File: config.mk
export PLATFORM = sky130hd
export DESIGN_NAME = text_console_writer
export DESIGN_NICKNAME = d
export VERILOG_FILES = /design/src/rtl/text_console_writer_pkg.sv /design/src/rtl/text_console_writer.sv
export SDC_FILE = /design/constraint.sdc
export NUM_CORES = 1
export LEC_CHECK = 0
export BUFFER_PORTS_ARGS = -buffer_cell sky130_fd_sc_hd__buf_2
export CORE_ASPECT_RATIO = 1.5
export CORE_UTILIZATION = 60
export DETAILED_ROUTE_END_ITERATION = 10
export PLACE_DENSITY = 0.82
export SETUP_SLACK_MARGIN = 0.15
export SLEW_MARGIN = 20
export SYNTH_ARGS = -nofsm -noshare
export SYNTH_HDL_FRONTEND = slang
export SYNTH_SLANG_ARGS = --single-unit
File: constraint.sdc
create_clock -name sys_clk -period 4.95 [get_ports sys_clk]
set_input_delay 0.2475 -clock sys_clk [delete_from_list [all_inputs] [get_ports sys_clk]]
set_output_delay 0.2475 -clock sys_clk [all_outputs]
set_load 0.02 [all_outputs]
File: src/rtl/text_console_writer_pkg.sv
// Shared constants, cell layout and state encodings for the 40x30 text console writer.
package text_console_pkg;

    localparam int COLS   = 40;
    localparam int ROWS   = 30;
    localparam int CELLS  = COLS * ROWS;
    localparam int ADDR_W = 11;

    // Video-RAM cell word layout
    localparam int CURSOR    = 14;
    localparam int BLINK     = 13;
    localparam int INVERTED  = 12;
    localparam int RGB_HI    = 11;
    localparam int RGB_LO    = 9;
    localparam int INTENSITY = 8;
    localparam int CHAR_HI   = 7;
    localparam int CHAR_LO   = 0;

    localparam logic [15:0] CURSOR_MASK = 16'(1) << CURSOR;

    localparam logic [7:0] CH_BS = 8'h08;
    localparam logic [7:0] CH_LF = 8'h0A;
    localparam logic [7:0] CH_FF = 8'h0C;
    localparam logic [7:0] CH_CR = 8'h0D;

    typedef enum logic [3:0] {
        S_CLEAR,
        S_IDLE,
        S_WRITE_CHAR,
        S_CUR_OFF_RD,
        S_CUR_OFF_WR,
        S_SCROLL_RD,
        S_SCROLL_WR,
        S_SCROLL_BLANK,
        S_CUR_ON_RD,
        S_CUR_ON_WR
    } state_e;

    // Cursor move applied when the sequence reaches CUR_ON_RD
    typedef enum logic [2:0] {
        OP_HOME,
        OP_PRINT,
        OP_CR,
        OP_LF,
        OP_BS
    } op_e;

    function automatic logic is_printable(input logic [7:0] c);
        return (c >= 8'h20) && (c <= 8'h7E);
    endfunction

endpackage

File: src/rtl/text_console_writer.sv
// ASCII stream to video-RAM writer: cursor, wrap, CR/LF/BS/FF and hardware scroll.
// RAM port outputs are registered; each state's bus operation appears the cycle after it.
module text_console_writer
    import text_console_pkg::*;
(
    input  logic        sys_clk,
    input  logic        sys_rst_n,
    input  logic        char_valid,
    input  logic [7:0]  char_data,
    input  logic [5:0]  char_attr,
    output logic        char_ready,
    output logic        busy,
    output logic [5:0]  cursor_col,
    output logic [4:0]  cursor_row,
    output logic        we,
    output logic [10:0] mem_addr,
    output logic [15:0] mem_data,
    input  logic [15:0] ret_data
);

    localparam logic [ADDR_W-1:0] LAST_CELL  = ADDR_W'(CELLS - 1);
    localparam logic [ADDR_W-1:0] SCROLL_END = ADDR_W'(CELLS - COLS - 1);
    localparam logic [ADDR_W-1:0] ROW_STRIDE = ADDR_W'(COLS);
    localparam logic [5:0]        COL_LAST   = 6'(COLS - 1);
    localparam logic [4:0]        ROW_LAST   = 5'(ROWS - 1);

    state_e              r_state, w_state_nxt;
    op_e                 r_op, w_op_nxt;
    logic [7:0]          r_char, w_char_nxt;
    logic [5:0]          r_attr, w_attr_nxt;
    logic [ADDR_W-1:0]   r_addr, w_addr_nxt;
    logic [ADDR_W-1:0]   r_cur, w_cur_nxt;
    logic [5:0]          r_col, w_col_nxt;
    logic [4:0]          r_row, w_row_nxt;
    logic                r_we, w_we_nxt;
    logic [ADDR_W-1:0]   r_mem_addr, w_maddr_nxt;
    logic [15:0]         r_mem_data, w_mdata_nxt;

    always_ff @(posedge sys_clk or negedge sys_rst_n) begin
        if (!sys_rst_n) begin
            r_state    <= S_CLEAR;
            r_op       <= OP_HOME;
            r_char     <= '0;
            r_attr     <= '0;
            r_addr     <= '0;
            r_cur      <= '0;
            r_col      <= '0;
            r_row      <= '0;
            r_we       <= 1'b0;
            r_mem_addr <= '0;
            r_mem_data <= '0;
        end else begin
            r_state    <= w_state_nxt;
            r_op       <= w_op_nxt;
            r_char     <= w_char_nxt;
            r_attr     <= w_attr_nxt;
            r_addr     <= w_addr_nxt;
            r_cur      <= w_cur_nxt;
            r_col      <= w_col_nxt;
            r_row      <= w_row_nxt;
            r_we       <= w_we_nxt;
            r_mem_addr <= w_maddr_nxt;
            r_mem_data <= w_mdata_nxt;
        end
    end

    always_comb begin
        w_state_nxt = r_state;
        w_op_nxt    = r_op;
        w_char_nxt  = r_char;
        w_attr_nxt  = r_attr;
        w_addr_nxt  = r_addr;
        w_we_nxt    = 1'b0;
        w_maddr_nxt = r_mem_addr;
        w_mdata_nxt = r_mem_data;
        case (r_state)
            S_CLEAR: begin
                w_we_nxt    = 1'b1;
                w_maddr_nxt = r_addr;
                w_mdata_nxt = '0;
                if (r_addr == LAST_CELL) begin
                    w_addr_nxt  = '0;
                    w_state_nxt = S_CUR_ON_RD;
                end else begin
                    w_addr_nxt  = r_addr + 1'b1;
                end
            end
            S_IDLE: begin
                if (char_valid) begin
                    w_char_nxt = char_data;
                    w_attr_nxt = char_attr;
                    if (is_printable(char_data)) begin
                        w_op_nxt    = OP_PRINT;
                        w_state_nxt = S_WRITE_CHAR;
                    end else begin
                        case (char_data)
                            CH_CR: begin
                                w_op_nxt    = OP_CR;
                                w_state_nxt = S_CUR_OFF_RD;
                            end
                            CH_LF: begin
                                w_op_nxt    = OP_LF;
                                w_state_nxt = S_CUR_OFF_RD;
                            end
                            CH_BS: begin
                                if (r_col != '0) begin
                                    w_op_nxt    = OP_BS;
                                    w_state_nxt = S_CUR_OFF_RD;
                                end
                            end
                            CH_FF: begin
                                w_op_nxt    = OP_HOME;
                                w_addr_nxt  = '0;
                                w_state_nxt = S_CLEAR;
                            end
                            default: ;
                        endcase
                    end
                end
            end
            S_WRITE_CHAR: begin
                w_we_nxt = 1'b1;
                if (r_op == OP_BS) begin
                    // Backspace lands one cell left and carries the cursor bit itself
                    w_maddr_nxt = r_cur - 1'b1;
                    w_mdata_nxt = {1'b0, 1'b1, r_attr, 8'h00};
                    w_state_nxt = S_CUR_ON_RD;
                end else begin
                    w_maddr_nxt = r_cur;
                    w_mdata_nxt = {2'b00, r_attr, r_char};
                    if (r_col == COL_LAST && r_row == ROW_LAST) begin
                        w_addr_nxt  = '0;
                        w_state_nxt = S_SCROLL_RD;
                    end else begin
                        w_state_nxt = S_CUR_ON_RD;
                    end
                end
            end
            S_CUR_OFF_RD: begin
                w_maddr_nxt = r_cur;
                w_state_nxt = S_CUR_OFF_WR;
            end
            S_CUR_OFF_WR: begin
                w_we_nxt    = 1'b1;
                w_maddr_nxt = r_cur;
                w_mdata_nxt = ret_data & ~CURSOR_MASK;
                if (r_op == OP_BS) begin
                    w_state_nxt = S_WRITE_CHAR;
                end else if (r_op == OP_LF && r_row == ROW_LAST) begin
                    w_addr_nxt  = '0;
                    w_state_nxt = S_SCROLL_RD;
                end else begin
                    w_state_nxt = S_CUR_ON_RD;
                end
            end
            S_SCROLL_RD: begin
                // r_addr is the destination; source is one row below
                w_maddr_nxt = r_addr + ROW_STRIDE;
                w_state_nxt = S_SCROLL_WR;
            end
            S_SCROLL_WR: begin
                w_we_nxt    = 1'b1;
                w_maddr_nxt = r_addr;
                w_mdata_nxt = ret_data & ~CURSOR_MASK;
                w_addr_nxt  = r_addr + 1'b1;
                w_state_nxt = (r_addr == SCROLL_END) ? S_SCROLL_BLANK : S_SCROLL_RD;
            end
            S_SCROLL_BLANK: begin
                w_we_nxt    = 1'b1;
                w_maddr_nxt = r_addr;
                w_mdata_nxt = '0;
                if (r_addr == LAST_CELL) begin
                    w_addr_nxt  = '0;
                    w_state_nxt = S_CUR_ON_RD;
                end else begin
                    w_addr_nxt  = r_addr + 1'b1;
                end
            end
            S_CUR_ON_RD: begin
                w_maddr_nxt = r_cur;
                w_state_nxt = S_CUR_ON_WR;
            end
            S_CUR_ON_WR: begin
                w_we_nxt    = 1'b1;
                w_maddr_nxt = r_cur;
                w_mdata_nxt = ret_data | CURSOR_MASK;
                w_state_nxt = S_IDLE;
            end
            default: w_state_nxt = S_CLEAR;
        endcase
    end

    // The pending move is committed on entry to CUR_ON_RD
    always_comb begin
        w_col_nxt = r_col;
        w_row_nxt = r_row;
        w_cur_nxt = r_cur;
        if (w_state_nxt == S_CUR_ON_RD) begin
            case (r_op)
                OP_HOME: begin
                    w_col_nxt = '0;
                    w_row_nxt = '0;
                    w_cur_nxt = '0;
                end
                OP_PRINT: begin
                    if (r_col == COL_LAST) begin
                        w_col_nxt = '0;
                        if (r_row == ROW_LAST) begin
                            w_cur_nxt = r_cur - {5'd0, r_col};
                        end else begin
                            w_row_nxt = r_row + 1'b1;
                            w_cur_nxt = r_cur + 1'b1;
                        end
                    end else begin
                        w_col_nxt = r_col + 1'b1;
                        w_cur_nxt = r_cur + 1'b1;
                    end
                end
                OP_CR: begin
                    w_col_nxt = '0;
                    w_cur_nxt = r_cur - {5'd0, r_col};
                end
                OP_LF: begin
                    if (r_row != ROW_LAST) begin
                        w_row_nxt = r_row + 1'b1;
                        w_cur_nxt = r_cur + ROW_STRIDE;
                    end
                end
                OP_BS: begin
                    w_col_nxt = r_col - 1'b1;
                    w_cur_nxt = r_cur - 1'b1;
                end
                default: ;
            endcase
        end
    end

    assign char_ready = (r_state == S_IDLE);
    assign busy       = (r_state != S_IDLE);
    assign cursor_col = r_col;
    assign cursor_row = r_row;
    assign we         = r_we;
    assign mem_addr   = r_mem_addr;
    assign mem_data   = r_mem_data;

endmodule

==> flow_metrics.py, run 1 <==
metrics = {
    "run_status": {
        "outcome": "complete, but fails checks",
        "violations": "hold timing",
    },
    "sta": {
        "rsz0062_at_grt": "false",
        "whs_ps": -52.97,
        "fmax_ghz": 0.3110,
        "slew_viol_final": 0,
        "setup-tns-final_ps": 0,
        "finalHoldViolations": 82,
        "fin_crit_sh": 0.6495,
        "tightest_slew_ps": 967.5,
        "relSlewSlack": 0.3537,
        "finalClockSkew_ps": 4.322,
        "setup_viol": 0,
        "final.min_clock_period_ps": 3215,
    },
    "cells_and_area": {
        "layout_common_cells": "nor2_1 (89), dfrtp_1 (82), buf_2 (71)",
        "nets": 791,
        "n_fill_cell": 753,
        "drive_gt1_frac": 0.1640,
        "seq_area_sq_mm": 0.002052,
        "antenna_cells": 0,
        "finish.cell_count_without_fillers": 856,
        "multiInputGateArea_sq_mm": 0.003396,
        "area_growth_pct": 11.14,
        "final_common_cell": "nor2_1",
    },
    "grt": {
        "grt_pass1_wl_microns": 24520,
        "antenna_found_initial": 0,
        "grt_pass1_vias": 5398,
        "grt_max_degree": 83,
        "grt_usage": 0.3164,
        "overflow": 0,
    },
    "place": {
        "placed_cells": 839,
        "dp_hpwl_microns": 10920,
        "io_buffers": 72,
        "gp_congestion": 0.9400,
    },
    "job": {
        "drv_cap": 0,
    },
    "synth": {
        "yosys.area_share.simple": 0.2205,
        "ys_ff_latch": 82,
        "synth-compound-area-share": 0.2787,
        "netlist_instances": 700,
        "synthAdderAreaFrac": 0.04274,
        "yosys_warnings": 0,
        "syn_nets": 752,
        "synth.area.mux_share": 0.03271,
        "synth_top_family_by_area": "compound AO/OA/AOI/OAI gates",
        "async_reset_ff_frac": 1.000,
        "synth.cell_area_sq_mm": 0.005738,
        "ys.flop_type": "dfrtp_1",
        "yosysUniqueCellTypes": 77,
        "synthXorXnorAreaFrac": 0.01526,
        "yosysSeqAreaShare": 0.3576,
        "avgSynthCellArea_sq_um": 8.197,
        "synth-edff-count": 0,
    },
    "power_and_ir_drop": {
        "vdd_ir_drop_max_v": 0.0004510,
        "seqPwrFrac": 0.303,
        "powerDensity_mw_per_mm2": 653.4,
        "leakage_nw": 2.750,
        "power_frac_clock": 0.167,
        "p_int_w": 0.002168,
        "power_frac_comb": 0.529,
        "p_switching_w": 0.001999,
        "switching_share": 0.4797,
    },
    "floorplan": {
        "fp-row-count": 43,
        "io_pins": 74,
        "die_h_microns": 121.8,
        "start_util": 0.6201,
        "core-area_sq_mm": 0.009254,
        "dieArea_sq_mm": 0.009966,
        "die_width_microns": 81.85,
    },
    "min_path": {
        "hp-class": "in2async",
    },
    "detailed_routing": {
        "wl_met2_microns": 7564,
        "drc": 0,
        "wl_per_cell_microns": 17.64,
        "vias_per_cell": 6.715,
        "highest_layer": "met4",
        "wl_met1_microns": 6071,
        "first_pass_iters": 5,
        "met3RoutedLength_microns": 730,
        "drtAntennaViolNets": 0,
        "vias": 5748,
        "routed_wl_microns": 15100,
        "drt_iter0_drc": 424,
    },
    "setup_path": {
        "crit_path_end_kind": "register",
        "crit_type": "reg2reg",
        "arrival_ps": 3410,
        "crit_fanout": 23,
        "critPathLaunchType": "register",
        "cp.required_ps": 5150,
    },
    "clock_network": {
        "cts.htree.levels": 3,
        "cts_tree": "done",
        "post_cts_resize_count": 0,
        "cts_root_buf": "clkbuf_16",
        "cts_setup_buffers": 0,
        "cts_hold_buf": 0,
        "clk_pin_slew_ps": 60,
        "cts_sinks": 82,
        "clock_path_buffers": 2,
        "cts_buffers": 9,
        "clock_latency_ps": 340,
    },
}
metal layers:
metal / GRT usage / vias to the layer above
li1: - / 2662
met2: 0.5274 / 239
met5: 0 / -
met4: 0.1941 / 0
met1: 0.3721 / 2783
met3: 0.05019 / 64
path summary, 6_finish.rpt:
kind,from,cells past startpoint,slack [ps],end
max reg2reg,r_state[0],7,1730,r_cur[6]
min reg2reg,mem_addr[9],2,480,mem_addr[9]
max in group asynchronous,sys_rst_n,1,4480,r_addr[5]
min in group sys_clk,ret_data[15],2,120,mem_data[15]
max,r_state[0],7,1730,r_cur[6]
min,sys_rst_n,1,-50,r_cur[6]
power by group through the flow:
stage	Sequential [W]	Clock, W	Combinational (W)
after global routing	0.00131	0.000727	0.00245
after CTS	0.00125	0.000702	0.00218
after detailed placement	0.00126	0	0.00217
after global placement	0.00125	0	0.00210
after floorplan	0.00125	0	0.00165
final	0.00126	0.000697	0.00221
kinds of logic after synthesis:
group,after synthesis
simple gates,253
xor+xnor,10
compound gates,246
fa+ha+maj,19
flops,82
buf+inv,73
mux,17
per-stage QoR:
stage / area, sq um / worst slack, ps / hold slack [ps] / power (W) / util
floorplan: 5738 / 2309 / -48.09 / 0.002898 / -
global placement: 6048 / 1859 / 462.6 / 0.003346 / 0.6536
detailed placement: 6048 / 1796 / 470.9 / 0.003436 / 0.6536
CTS: 6357 / 1783 / 121.7 / 0.004136 / 0.6870
global route: 6377 / 1529 / 18.63 / 0.004482 / 0.6892
finish: 6377 / 1735 / -52.97 / 0.004167 / 0.6892
synth_stat cells, drive strengths merged (6+ instances only):
cell / count / share of area
o31ai: 9 / 0.013
nor2: 89 / 0.058
o21a: 6 / 0.0078
o21ai: 68 / 0.059
dfrtp: 82 / 0.36
a31oi: 11 / 0.012
clkbuf: 36 / 0.024
o41ai: 6 / 0.0092
nand2: 56 / 0.037
or3: 6 / 0.0065
nor2b: 11 / 0.012
xnor2: 6 / 0.0092
nand4: 8 / 0.011
a21o: 7 / 0.0092
ha: 18 / 0.039
o22ai: 14 / 0.015
buf: 10 / 0.011
a221oi: 12 / 0.018
inv: 27 / 0.018
nand2b: 15 / 0.016
a21oi: 62 / 0.054
mux2: 14 / 0.027
nor3: 19 / 0.017
nand3: 16 / 0.014
critical path, stage by stage, from the launching register on:
cell       delay [ps]
dfrtp_1           800
nor2_1            170
nand3b_1          560
nor3_1            190
nor4_4            430
o2111ai_2         480
a211oi_1          380
a211oi_2           50
final cells by class:
| cell class | instances | area share |
|---|---|---|
| flip-flops and latches | 82 | 0.3218 |
| well taps | 112 | 0.02197 |
| multi-input cells | 545 | 0.5325 |
| inverters | 27 | 0.01589 |
| clock buffers | 9 | 0.03531 |
| clock inverters | 7 | 0.01314 |
| repair buffers | 74 | 0.05945 |
registers in the layout (all words and copies together), names as in the netlist:
register and count:
r_attr 6, r_state 4, r_op 3, mem_data 16, r_cur 11, cursor_col 6, we 1, mem_addr 11
cursor_row 5, r_char 8, r_addr 11
Power figures use the tool's default switching activity.
==> inputs of run 2 (changes only) <==
Settings changed: ABC_AREA set to 1, CORE_UTILIZATION 60 to 59, PLACE_DENSITY 0.82 to 0.81.
Clock period 4.95 ns to 3.2 ns, I/O delays scaled along.
==> flow_metrics.py, run 2 <==
metrics = {
    "cells_and_area": {
        "final_area_sq_mm": 0.006793,
        "nets": 1037,
        "area_growth_pct": 12.15,
        "final_common_cell": "nand2_1",
        "seq_area_sq_mm": 0.002052,
        "layout_common_cells": "nand2_1 (283), nand3_1 (108), inv_1 (100)",
        "largest_reg_flops": 16,
        "n_fill_cell": 899,
        "antenna_cells": 0,
        "finish.cell_count_without_fillers": 1103,
        "final_util": 0.6893,
        "drive_gt1_frac": 0.1265,
        "multiInputGateArea_sq_mm": 0.003460,
    },
    "sta": {
        "setup_viol": 0,
        "finalHoldViolations": 0,
        "slew_viol_final": 0,
        "fmax_ghz": 0.4167,
        "whs_ps": 30.56,
        "tightest_slew_ps": 858.3,
        "rsz0062_at_grt": "false",
        "fin_crit_sh": 0.7499,
        "finalClockSkew_ps": 8.192,
        "final.min_clock_period_ps": 2400,
        "relSlewSlack": 0.4257,
        "setup-tns-final_ps": 0,
    },
    "synth": {
        "ys_ff_latch": 82,
        "netlist_instances": 922,
        "yosysUniqueCellTypes": 47,
        "yosys.area.top_type": "dfrtp_1",
        "synth-edff-count": 0,
        "yosys_warnings": 0,
        "synth_top_area_share": 0.3388,
        "synth_common_cells": "nand2_1 (283), nand3_1 (108), inv_1 (100), nor2_1 (84), dfrtp_1 (82)",
        "ys.flop_type": "dfrtp_1",
        "syn_nets": 974,
        "yosysSeqAreaShare": 0.3388,
        "synth.cell_area_sq_mm": 0.006057,
        "async_reset_ff_frac": 1.000,
        "avgSynthCellArea_sq_um": 6.569,
        "synth_area_leaders": "dfrtp_1 (34%), nand2_1 (18%), nand3_1 (8.9%), inv_1 (6.2%), nor2_1 (5.2%)",
        "yosysMostFrequentCell": "nand2_1",
    },
    "detailed_routing": {
        "vias": 6246,
        "drc": 0,
        "routed_wl_microns": 15950,
        "vias_per_cell": 5.663,
        "first_pass_iters": 8,
        "drtAntennaViolNets": 0,
        "drt_iter0_drc": 401,
        "wl_per_cell_microns": 14.46,
    },
    "clock_network": {
        "clk_pin_slew_ps": 60,
        "post_cts_resize_count": 0,
        "clock_latency_ps": 340,
        "cts_buffers": 9,
        "cts_sinks": 82,
        "cts.htree.levels": 3,
        "cts_root_buf": "clkbuf_16",
        "clock_path_buffers": 2,
        "cts_setup_buffers": 0,
        "cts_tree": "done",
        "cts_hold_buf": 0,
    },
    "grt": {
        "grt_use_met1": 0.3743,
        "grt_max_degree": 82,
        "grt_pass1_wl_microns": 27540,
        "overflow": 0,
        "grt_pass1_vias": 6156,
        "grt_usage": 0.3169,
        "grt_util_met3": 0.04915,
        "grt-busiest-layer": "met2",
        "antenna_found_initial": 0,
        "met2_usage": 0.5643,
    },
    "job": {
        "drv_cap": 0,
    },
    "floorplan": {
        "io_pins": 74,
        "die_width_microns": 84.73,
        "core-area_sq_mm": 0.009854,
        "start_util": 0.6147,
        "dieArea_sq_mm": 0.01068,
        "die_h_microns": 126.1,
        "fp-row-count": 44,
    },
    "setup_path": {
        "crit_type": "reg2reg",
        "arrival_ps": 2660,
        "crit_fanout": 17,
        "critPathLaunchType": "register",
        "worstReg2RegStart": "r_state[2]",
        "startpoint": "r_state[2]",
        "cp.required_ps": 3460,
        "reg2reg_slack_ps": 800,
        "crit_path_end_kind": "register",
    },
    "place": {
        "placed_cell_area_sq_mm": 0.006472,
        "placed_cells": 1088,
        "io_buffers": 72,
        "dp_hpwl_microns": 11530,
        "gp_congestion": 0.9091,
    },
    "power_and_ir_drop": {
        "powerDensity_mw_per_mm2": 1070,
        "vdd_ir_drop_max_v": 0.0006576,
        "leakage_nw": 3.603,
    },
    "min_path": {
        "hold_start": "char_attr[1]",
        "hp-class": "in2reg",
    },
    "run_status": {
        "outcome": "complete, no violations",
    },
}
-- run 2: changes by cell type in the layout (fill, tap and decap cells not counted), moves of 10 or more --
cell      before  now
nand4_1        6   23
a21oi_1       62   43
o21ai_1       11    1
mux2_2        14    0
inv_1         26  100
nand2_1       56  283
nand3_1       16  108
nor2b_1       11    0
o22ai_1       14    2
nand2b_1      15    0
-- run 2: stage by stage --
step,total power [W],worst slack [ps]
after global placement,0.006002,880.1
final,0.007268,800.2
after floorplan,0.005092,1231
after CTS,0.007230,817.4
after global routing,0.007951,559.5
after detailed placement,0.006092,836.4
-- run 2: area by class of cell --
class,count,share of cell area
Timing Repair Buffer,78,0.06097
Sequential cell,82,0.3021
Clock buffer,9,0.03316
Tap cell,115,0.02118
Multi-Input combinational cell,703,0.5093
Clock inverter,5,0.01197
Inverter,111,0.06134
-- run 2: critical path, cell delays in order (launching register included) --
cell     delay (ps)
dfrtp_1         410
inv_2           130
nor2_4           60
nand3_1         150
nand2_1         280
nor2_2          500
nand2_2         340
inv_2           240
a21oi_1          60
a21oi_1         140
-- run 2: power breakdown --
part           switching, W  internal (W)  total (W)  leakage (nW)
Combinational       0.00280       0.00136    0.00417          2.41
Clock              0.000427      0.000675    0.00110         0.147
Sequential         0.000504       0.00150    0.00200          1.04
-- run 2: path summary, 6_finish.rpt --
check                               endpoint  cells after the start
worst max register to register   mem_data[2]                      9
worst min-delay path               r_attr[1]                      3
worst min register to register  mem_addr[10]                      2
max in group asynchronous         r_state[0]                      3
worst max-delay path             mem_data[2]                      9
min in group asynchronous          r_addr[7]                      2
-- run 2: routing by layer --
metal / vias to the layer above / routed length [microns]
met1: 2893 / 6765
met2: 174 / 8082
li1: 3140 / -
met5: - / 0
met3: 39 / 648
met4: 0 / 450
-- run 2: kinds of logic (layout without fill, tap and decap cells) --
logic type                 Yosys count  after routing  synth area share
and+or+nand+nor                    540            540            0.3910
adders and majority gates           19             19           0.04049
AOI/OAI and AO/OA                  135            135            0.1266
buffers and inverters              137            203           0.09006
DFF                                 82             82            0.3388
xor gates and xnor gates             9              9           0.01301
